<file path="src/rtl/booth_seq_multiplier.sv">
// ============================================================================
// booth_seq_multiplier
// Sequential radix-2 Booth multiplier: one Booth step per clock, signed
// two's-complement operands, start/busy/done handshake, registered Booth
// step decode exported for the downstream add/subtract/pass mux select.
// Revision: 1.0 - initial release
// ============================================================================
`default_nettype none

module booth_seq_multiplier #(
   parameter int WIDTH = 16,
   parameter int CNT_W = $clog2(WIDTH) + 1
) (
   input  logic                 clk,
   input  logic                 rst,
   input  logic                 start,
   input  logic [WIDTH-1:0]     multiplicand,
   input  logic [WIDTH-1:0]     multiplier,
   output logic                 busy,
   output logic                 done,
   output logic [2*WIDTH-1:0]   product,
   output logic [1:0]           booth_sel
);

   typedef enum logic [0:0] {
      IDLE = 1'b0,
      RUN  = 1'b1
   } state_t;

   // Count value on the edge that performs the WIDTH-th (final) step.
   localparam logic [CNT_W-1:0] LAST_COUNT = CNT_W'(WIDTH - 1);

   state_t             state;
   state_t             state_next;

   // acc and mcand carry one extra sign bit so that A - M with
   // M = -2^(WIDTH-1) cannot overflow the accumulator.
   logic [WIDTH:0]     acc;
   logic [WIDTH:0]     mcand;
   logic [WIDTH-1:0]   mplier;
   logic               q_m1;
   logic [CNT_W-1:0]   count;

   logic               last_step;
   logic [WIDTH:0]     acc_sum;
   logic [WIDTH:0]     acc_shift;
   logic [WIDTH-1:0]   q_shift;

   assign last_step = (count == LAST_COUNT);
   assign booth_sel = {mplier[0], q_m1};

   // State register.
   always_ff @(posedge clk) begin
      if (rst) begin
         state <= IDLE;
      end else begin
         state <= state_next;
      end
   end

   // Next-state decode: leave IDLE on start, return after the final step.
   always_comb begin
      state_next = state;
      case (state)
         IDLE:    if (start)     state_next = RUN;
         RUN:     if (last_step) state_next = IDLE;
         default:                state_next = IDLE;
      endcase
   end

   // One Booth step: add/subtract/pass on {Q0,Q-1}, then arithmetic shift right of {A,Q}.
   always_comb begin
      acc_sum = acc;
      case ({mplier[0], q_m1})
         2'b01:   acc_sum = acc + mcand;
         2'b10:   acc_sum = acc - mcand;
         default: acc_sum = acc;
      endcase
      acc_shift = {acc_sum[WIDTH], acc_sum[WIDTH:1]};
      q_shift   = {acc_sum[0], mplier[WIDTH-1:1]};
   end

   // Datapath and handshake registers: operand capture, step update, result latch.
   always_ff @(posedge clk) begin
      if (rst) begin
         acc     <= '0;
         mcand   <= '0;
         mplier  <= '0;
         q_m1    <= 1'b0;
         count   <= '0;
         busy    <= 1'b0;
         done    <= 1'b0;
         product <= '0;
      end else begin
         done <= 1'b0;
         case (state)
            IDLE: begin
               if (start) begin
                  mcand  <= {multiplicand[WIDTH-1], multiplicand};
                  mplier <= multiplier;
                  acc    <= '0;
                  q_m1   <= 1'b0;
                  count  <= '0;
                  busy   <= 1'b1;
               end
            end
            RUN: begin
               acc    <= acc_shift;
               mplier <= q_shift;
               q_m1   <= mplier[0];
               count  <= count + CNT_W'(1);
               if (last_step) begin
                  product <= {acc_shift[WIDTH-1:0], q_shift};
                  done    <= 1'b1;
                  busy    <= 1'b0;
               end
            end
            default: ;
         endcase
      end
   end

endmodule

`default_nettype wire

</file>
<file path="config.mk">
export PLATFORM = sky130hd
export DESIGN_NAME = booth_seq_multiplier
export DESIGN_NICKNAME = d
export VERILOG_FILES = /design/src/rtl/booth_seq_multiplier.sv
export SDC_FILE = /design/constraint.sdc
export NUM_CORES = 1
export LEC_CHECK = 0
export ABC_AREA = 1
export CAP_MARGIN = 15
export CORE_AREA = 2 2 122 124
export CTS_BUF_LIST = sky130_fd_sc_hd__clkbuf_8
export DETAILED_ROUTE_END_ITERATION = 7
export DIE_AREA = 0 0 124 126
export GPL_ROUTABILITY_DRIVEN = 0
export MAX_ROUTING_LAYER = met4
export PLACE_DENSITY_LB_ADDON = 0.12
export SYNTH_ARGS = -nofsm -noshare
export SYNTH_HDL_FRONTEND = slang
export SYNTH_SLANG_ARGS = --single-unit
</file>
<file path="constraint.sdc">
create_clock -name clk -period 2.67 [get_ports clk]
set_input_delay 0.801 -clock clk [delete_from_list [all_inputs] [get_ports clk]]
set_output_delay 0.801 -clock clk [all_outputs]
set_load 0.01 [all_outputs]
</file>
==> impl_metrics.json, run 1 <==
{
  "fp.coreArea_um2": 14300,
  "die-area_um2": 15600,
  "numCtsBuffers": 9,
  "finalHoldWorstSlack_ns": 0.472,
  "rsz0062_at_grt": "true",
  "clk_latency_ns": 0.38,
  "path_clk_slew_ns": 0.11,
  "ys.flop_type": "dfxtp_1",
  "core.rowCount": 44,
  "fin_ws_ns": -0.00142,
  "dpl.hpwl_mm": 9.71,
  "arrival_ns": 3.00,
  "yosysSeqAreaShare_pct": 36.3,
  "finalHoldViolCount": 0,
  "cts.root.buffer_cell": "clkbuf_8",
  "yosysWarnings": 0,
  "vias": 4758,
  "crit_path_end_kind": "flip-flop",
  "min_from": "count[4]$_SDFFE_PP0P_",
  "portBuffers": 70,
  "tritoncts": "done",
  "grt_pass1_wl_mm": 22.8,
  "outcome": "complete, but fails checks",
  "peakVddDrop_mv": 0.275,
  "leakage_nw": 2.84,
  "finalNetCount": 846,
  "cts_sinks": 89,
  "violations": "negative setup slack",
  "syn2layout_area_growth_pct": 32.4,
  "rr_startpoint": "mcand[1]$_SDFFE_PP0P_",
  "postSynth.asyncResetShare_pct": 0,
  "grt_util_all_layers_pct": 18.7,
  "firstDrtPassIters": 7,
  "antenna_found_initial": 0,
  "drt_wl_total_mm": 13.5,
  "initial_core_util_pct": 34.3,
  "drtAntennaViolNets": 0,
  "clock_skew_ns": 0.0240,
  "die_x_um": 124,
  "finalSetupTns_ns": -0.00142,
  "syn_area_um2": 4910,
  "crit_type": "flip-flop to flip-flop",
  "clock.fmax_ghz": 0.374,
  "worstPathMaxFanout": 4,
  "hold_path.class": "flip-flop to flip-flop",
  "syn_inst": 706,
  "setup_viol": 1,
  "multi_input_area_um2": 2920,
  "power.density_nw_per_um2": 527,
  "period_minus_slack_ns": 2.67,
  "worstMarginPinSlew_ns": 0.675,
  "grt_start_max_net_pins": 44,
  "synth.avg_cell_area_um2": 6.95,
  "via_per_inst": 4.86,
  "first_global_vias": 4777,
  "crit_start": "mcand[1]$_SDFFE_PP0P_",
  "die_h_um": 126,
  "drc": 0,
  "num_io_pins": 71,
  "overflow": 0,
  "routedWlPerCell_um": 13.8,
  "final_max_slew_viol_count": 0,
  "slew_headroom_pct": 54.9,
  "drive_gt1_share_pct": 18.9,
  "cap_viol_max_count": 0,
  "seq_area_um2": 1790,
  "synth_seq_cells": 89,
  "h-tree-depth": 3,
  "syn_nets": 762,
  "antenna_cells": 0,
  "period_share_pct": 100,
  "drt_iter0_drc": 182,
  "cp.required_ns": 3.00,
  "synth_cell_types": 45,
  "hold_buffers": 0,
  "nFillCells": 1510,
  "clock_path_buffers": 2,
  "synth_edf_count": 0,
  "critPathLaunchType": "flip-flop"
}
## cells in the mapped netlist, types with 2 or more instances
cell type  number  area share (%)
a21o_1          3            0.46
a21oi_1        39             4.0
a21oi_2         6             1.1
a2bb2oi_1       2            0.36
a31oi_1         4            0.51
buf_2           9            0.92
buf_4           2            0.31
buf_6           2            0.46
clkbuf_1       16             1.2
clkbuf_8        3            0.84
clkinv_1        2            0.15
dfxtp_1        89              36
ha_1           20             5.1
inv_1          87             6.7
inv_2           2            0.15
nand2_1       175              13
nand2_2         9             1.1
nand3_1        76             7.8
nand3_2         3            0.61
nand4_1         3            0.38
nor2_1         52             4.0
nor2_2          4            0.51
nor2_4          2            0.46
nor3_1          2            0.20
nor3_2          3            0.61
o211ai_1        2            0.31
o21ai_0        41             4.2
o21bai_1        3            0.46
o221ai_1        8             1.4
o22ai_1         2            0.25
or2_1           7            0.89
or2_2           3            0.38
xnor2_1         5            0.89
xor2_1          9             1.6
## layer usage
layer  global-route usage, %  wire length (um)
met4                    5.42               236
met3                    4.35               395
met5                       -                 0
met2                    31.3              6760
met1                    22.3              6120
## layout by cell type, fill, tap and decap left out, types with 3 or more instances in the layout
master,instances
nand2_4,5
ha_4,8
a31oi_1,3
or2_2,3
nand2_2,24
nor2_4,4
o21ai_0,38
a21oi_2,10
nor2_2,8
nand3_2,5
o221ai_1,8
inv_1,79
xnor2_1,4
ha_1,10
nand2_1,155
a21o_1,3
or2_1,7
clkbuf_8,10
nand3_1,72
clkdlybuf4s50_1,70
dfxtp_2,5
xor2_1,9
nand4_1,3
inv_2,10
nor3_4,4
buf_4,33
o21ai_1,3
nor2_1,46
a21oi_1,34
dfxtp_1,84
## kinds of logic after synthesis
| family | share of synthesized area [%] |
|---|---|
| and+or+nand+nor | 30.9 |
| adders and majority gates | 5.51 |
| buffers and inverters | 10.7 |
| AOI/OAI and AO/OA | 14.1 |
| DFF | 36.3 |
| xor gates and xnor gates | 2.50 |
## power by group
part | total [W] | internal (W) | switching, W
combinational | 0.000896 | 0.000388 | 0.000508
clock | 0.00111 | 0.000566 | 0.000544
sequential | 0.00142 | 0.00137 | 0.0000445
## registers in the layout, indices dropped and copies added, names as in the netlist
register	flops
mplier	16
state	1
mcand	16
acc	16
busy	1
done	1
product	32
q_m1	1
count	5
## critical path, cell delays in order, from the launching register on
cell,delay [ns]
dfxtp_2,0.33
inv_2,0.08
nand3_4,0.09
buf_4,0.14
buf_6,0.10
buf_4,0.12
buf_4,0.12
buf_4,0.13
nand2_4,0.05
xnor2_2,0.10
inv_1,0.08
ha_4,0.22
or2_4,0.25
nand3_4,0.10
nand2_4,0.07
a21oi_2,0.13
xor2_1,0.16
nand2_1,0.08
nand2_2,0.09
nand2_2,0.05
a21oi_2,0.13
## through the flow
stage | utilization (%) | power [W] | setup WS [ns] | std cells | instance area, um^2
after CTS | 43.6 | 0.00337 | -0.130 | 973 | 6230
after global routing | 45.4 | 0.00363 | -0.205 | 979 | 6490
after global placement | 40.5 | 0.00216 | -0.0908 | 945 | 5800
after detailed placement | 40.5 | 0.00217 | -0.124 | 945 | 5800
final | 45.4 | 0.00343 | -0.00142 | 979 | 6490
after floorplan | - | 0.00196 | 0.150 | 706 | 4910
## path summary, 6_finish.rpt
check	endpoint	slack (ns)	depth (start not counted)
min reg2reg	count[4]$_SDFFE_PP0P_	0.47	2
max reg2reg	acc[11]$_SDFFE_PP0P_	-0.001	20
max	acc[11]$_SDFFE_PP0P_	-0.001	20
min	count[4]$_SDFFE_PP0P_	0.47	2
## area by class of cell
type,instances,area share (%)
inverters,91,5.30
repair buffers,105,15.1
well taps,184,3.54
clock buffers,10,2.12
clock inverters,6,1.48
flip-flops and latches,89,27.5
multi-input cells,494,44.9
## what timing repair did
action,CTS,global route
setup endpoints to repair,9,24
pin swaps,18,32
gates resized for setup,29,55
buffers inserted,12,7
cloned,0,0
(Power assumes the default switching activity.)
==> run 2, diff against run 1 <==
--- a/config.mk
+++ b/config.mk
@@ -7,10 +7,10 @@
 export LEC_CHECK = 0
 export ABC_AREA = 1
 export CAP_MARGIN = 15
-export CORE_AREA = 2 2 122 124
+export CORE_AREA = 4 4 124 126
 export CTS_BUF_LIST = sky130_fd_sc_hd__clkbuf_8
 export DETAILED_ROUTE_END_ITERATION = 7
-export DIE_AREA = 0 0 124 126
+export DIE_AREA = 0 0 128 130
 export GPL_ROUTABILITY_DRIVEN = 0
 export MAX_ROUTING_LAYER = met4
 export PLACE_DENSITY_LB_ADDON = 0.12
==> impl_metrics.json, run 2 (synthesized netlist as in run 1, its figures left out) <==
{
  "drt_iter0_drc": 291,
  "period_minus_slack_ns": 2.66,
  "fp.coreArea_um2": 14300,
  "arrival_ns": 2.97,
  "critPathLaunchType": "flip-flop",
  "rsz0062_at_grt": "true",
  "numCtsBuffers": 9,
  "slew_headroom_pct": 54.7,
  "h-tree-depth": 3,
  "die_h_um": 130,
  "drive_gt1_share_pct": 15.0,
  "rr_startpoint": "mcand[1]$_SDFFE_PP0P_",
  "fin_ws_ns": 0.0111,
  "reg2reg_to": "acc[15]$_SDFFE_PP0P_",
  "p_sw_share_pct": 32.0,
  "outcome": "finished, final reports clean",
  "overflow": 0,
  "portBuffers": 70,
  "die_x_um": 128,
  "period_share_pct": 99.6,
  "initial_core_util_pct": 34.3,
  "drt_wl_total_mm": 13.3,
  "syn2layout_area_growth_pct": 27.1,
  "largest_register_ffs": 32,
  "drc": 0,
  "finalSetupTns_ns": 0,
  "path_clk_slew_ns": 0.10,
  "finalHoldViolCount": 0,
  "antenna_found_initial": 0,
  "wirelength_met1_mm": 6.05,
  "hold_path_end": "count[4]$_SDFFE_PP0P_",
  "hold_path.class": "flip-flop to flip-flop",
  "intPower_w": 0.00218,
  "cp.required_ns": 2.98,
  "drtAntennaViolNets": 0,
  "multi_input_area_um2": 2740,
  "vias": 4738,
  "clock_skew_ns": 0.0131,
  "reg2reg_slack_ns": 0.01,
  "first_global_vias": 4657,
  "whs_path_depth": 2,
  "firstDrtPassIters": 4,
  "die-area_um2": 16600,
  "cts_sinks": 89,
  "maxUsedRoutingLayer": "met4",
  "via_per_inst": 4.87,
  "pre_cts_ws_ns": -0.118,
  "clock.fmax_ghz": 0.376,
  "finalNetCount": 841,
  "min_from": "count[4]$_SDFFE_PP0P_",
  "grt_util_all_layers_pct": 16.7,
  "num_io_pins": 71,
  "nFillCells": 1516,
  "routedWlPerCell_um": 13.7,
  "pwr-share-seq_pct": 44.0,
  "ff2ff_path_depth": 21,
  "combPwrFrac_pct": 25.4,
  "switchingPower_w": 0.00103,
  "clock_path_buffers": 2,
  "clock_power_share_pct": 30.5,
  "tritoncts": "done",
  "grt_pass1_wl_mm": 21.8,
  "clk_latency_ns": 0.38,
  "dr_wl_met3_um": 417,
  "setup_viol": 0,
  "total_power_w": 0.00321,
  "peakVddDrop_mv": 0.395,
  "mostFrequentLayoutCell": "nand2_1",
  "leakage_nw": 2.76,
  "worstMarginPinSlew_ns": 0.679,
  "top_register": "product",
  "core.rowCount": 44,
  "antenna_cells": 0,
  "final_cell_mix": "166 x nand2_1, 86 x dfxtp_1, 81 x inv_1",
  "cts.root.buffer_cell": "clkbuf_8",
  "power.density_nw_per_um2": 514,
  "dr_wl_met2_mm": 6.71,
  "crit_type": "flip-flop to flip-flop",
  "worstPathMaxFanout": 4,
  "dpl.hpwl_mm": 9.90,
  "grt_start_max_net_pins": 32,
  "hold_buffers": 0,
  "seq_area_um2": 1790,
  "crit_path_end_kind": "flip-flop",
  "final_max_slew_viol_count": 0,
  "cap_viol_max_count": 0
}
[run 2: final cells by class]
| cell class | instances | share of cell area (%) |
|---|---|---|
| Clock buffer | 10 | 2.21 |
| Clock inverter | 5 | 0.983 |
| Tap cell | 184 | 3.69 |
| Multi-Input combinational cell | 494 | 43.9 |
| Sequential cell | 89 | 28.6 |
| Timing Repair Buffer | 100 | 15.1 |
| Inverter | 91 | 5.50 |
[run 2: how the worst max path moves through the flow]
stage,startpoint,to
detailed placement,mcand[0]$_SDFFE_PP0P_,acc[15]$_SDFFE_PP0P_
global placement,mcand[0]$_SDFFE_PP0P_,acc[15]$_SDFFE_PP0P_
finish,mcand[1]$_SDFFE_PP0P_,acc[15]$_SDFFE_PP0P_
global route,mcand[1]$_SDFFE_PP0P_,acc[15]$_SDFFE_PP0P_
CTS,mcand[1]$_SDFFE_PP0P_,acc[15]$_SDFFE_PP0P_
floorplan,q_m1$_SDFFE_PP0P_,acc[11]$_SDFFE_PP0P_
[run 2: timing repair]
action	CTS	global route
setup endpoints to repair	5	20
setup buffers	5	8
hold endpoints to repair	0	0
resized for setup	16	23
pin swaps	5	9
[run 2: stage by stage]
| step | hold slack (ns) | utilization, % | instance area (um^2) | cells |
|---|---|---|---|---|
| final | 0.470 | 43.6 | 6230 | 973 |
| after global placement | 0.444 | 40.5 | 5800 | 945 |
| after global routing | 0.498 | 43.6 | 6230 | 973 |
| after CTS | 0.469 | 42.5 | 6080 | 965 |
| after floorplan | 0.427 | - | 4910 | 706 |
| after detailed placement | 0.455 | 40.5 | 5800 | 945 |
[run 2: per-layer routing]
metal	GRT usage (%)	vias to the layer above
met5	-	-
met4	4.06	0
met3	4.26	11
met2	28.7	76
met1	19.7	2213
li1	-	2438
[run 2: power groups by stage]
| stage | Combinational, W | Clock (W) | Sequential [W] |
|---|---|---|---|
| final | 0.000816 | 0.000979 | 0.00141 |
| after CTS | 0.000748 | 0.00102 | 0.00141 |
| after global routing | 0.000919 | 0.00107 | 0.00142 |
| after global placement | 0.000714 | 0 | 0.00144 |
| after floorplan | 0.000527 | 0 | 0.00143 |
| after detailed placement | 0.000718 | 0 | 0.00144 |
[run 2: worst max-delay path: stages, from the launching register on]
cell and delay (ns):
dfxtp_2 0.33, inv_2 0.07, nand3_2 0.09, nor3_2 0.14, nand3_1 0.14, nor3_2 0.20, nor2_1 0.08, xor2_1 0.13
inv_1 0.08, ha_4 0.30, nand2_2 0.07, inv_2 0.06, nand2_2 0.07, nor3_4 0.24, nand2_1 0.09, nand2_2 0.07
nand2_2 0.05, nand3_2 0.07, nand2_2 0.05, nand2_2 0.07, nand2_2 0.05, a21oi_2 0.11
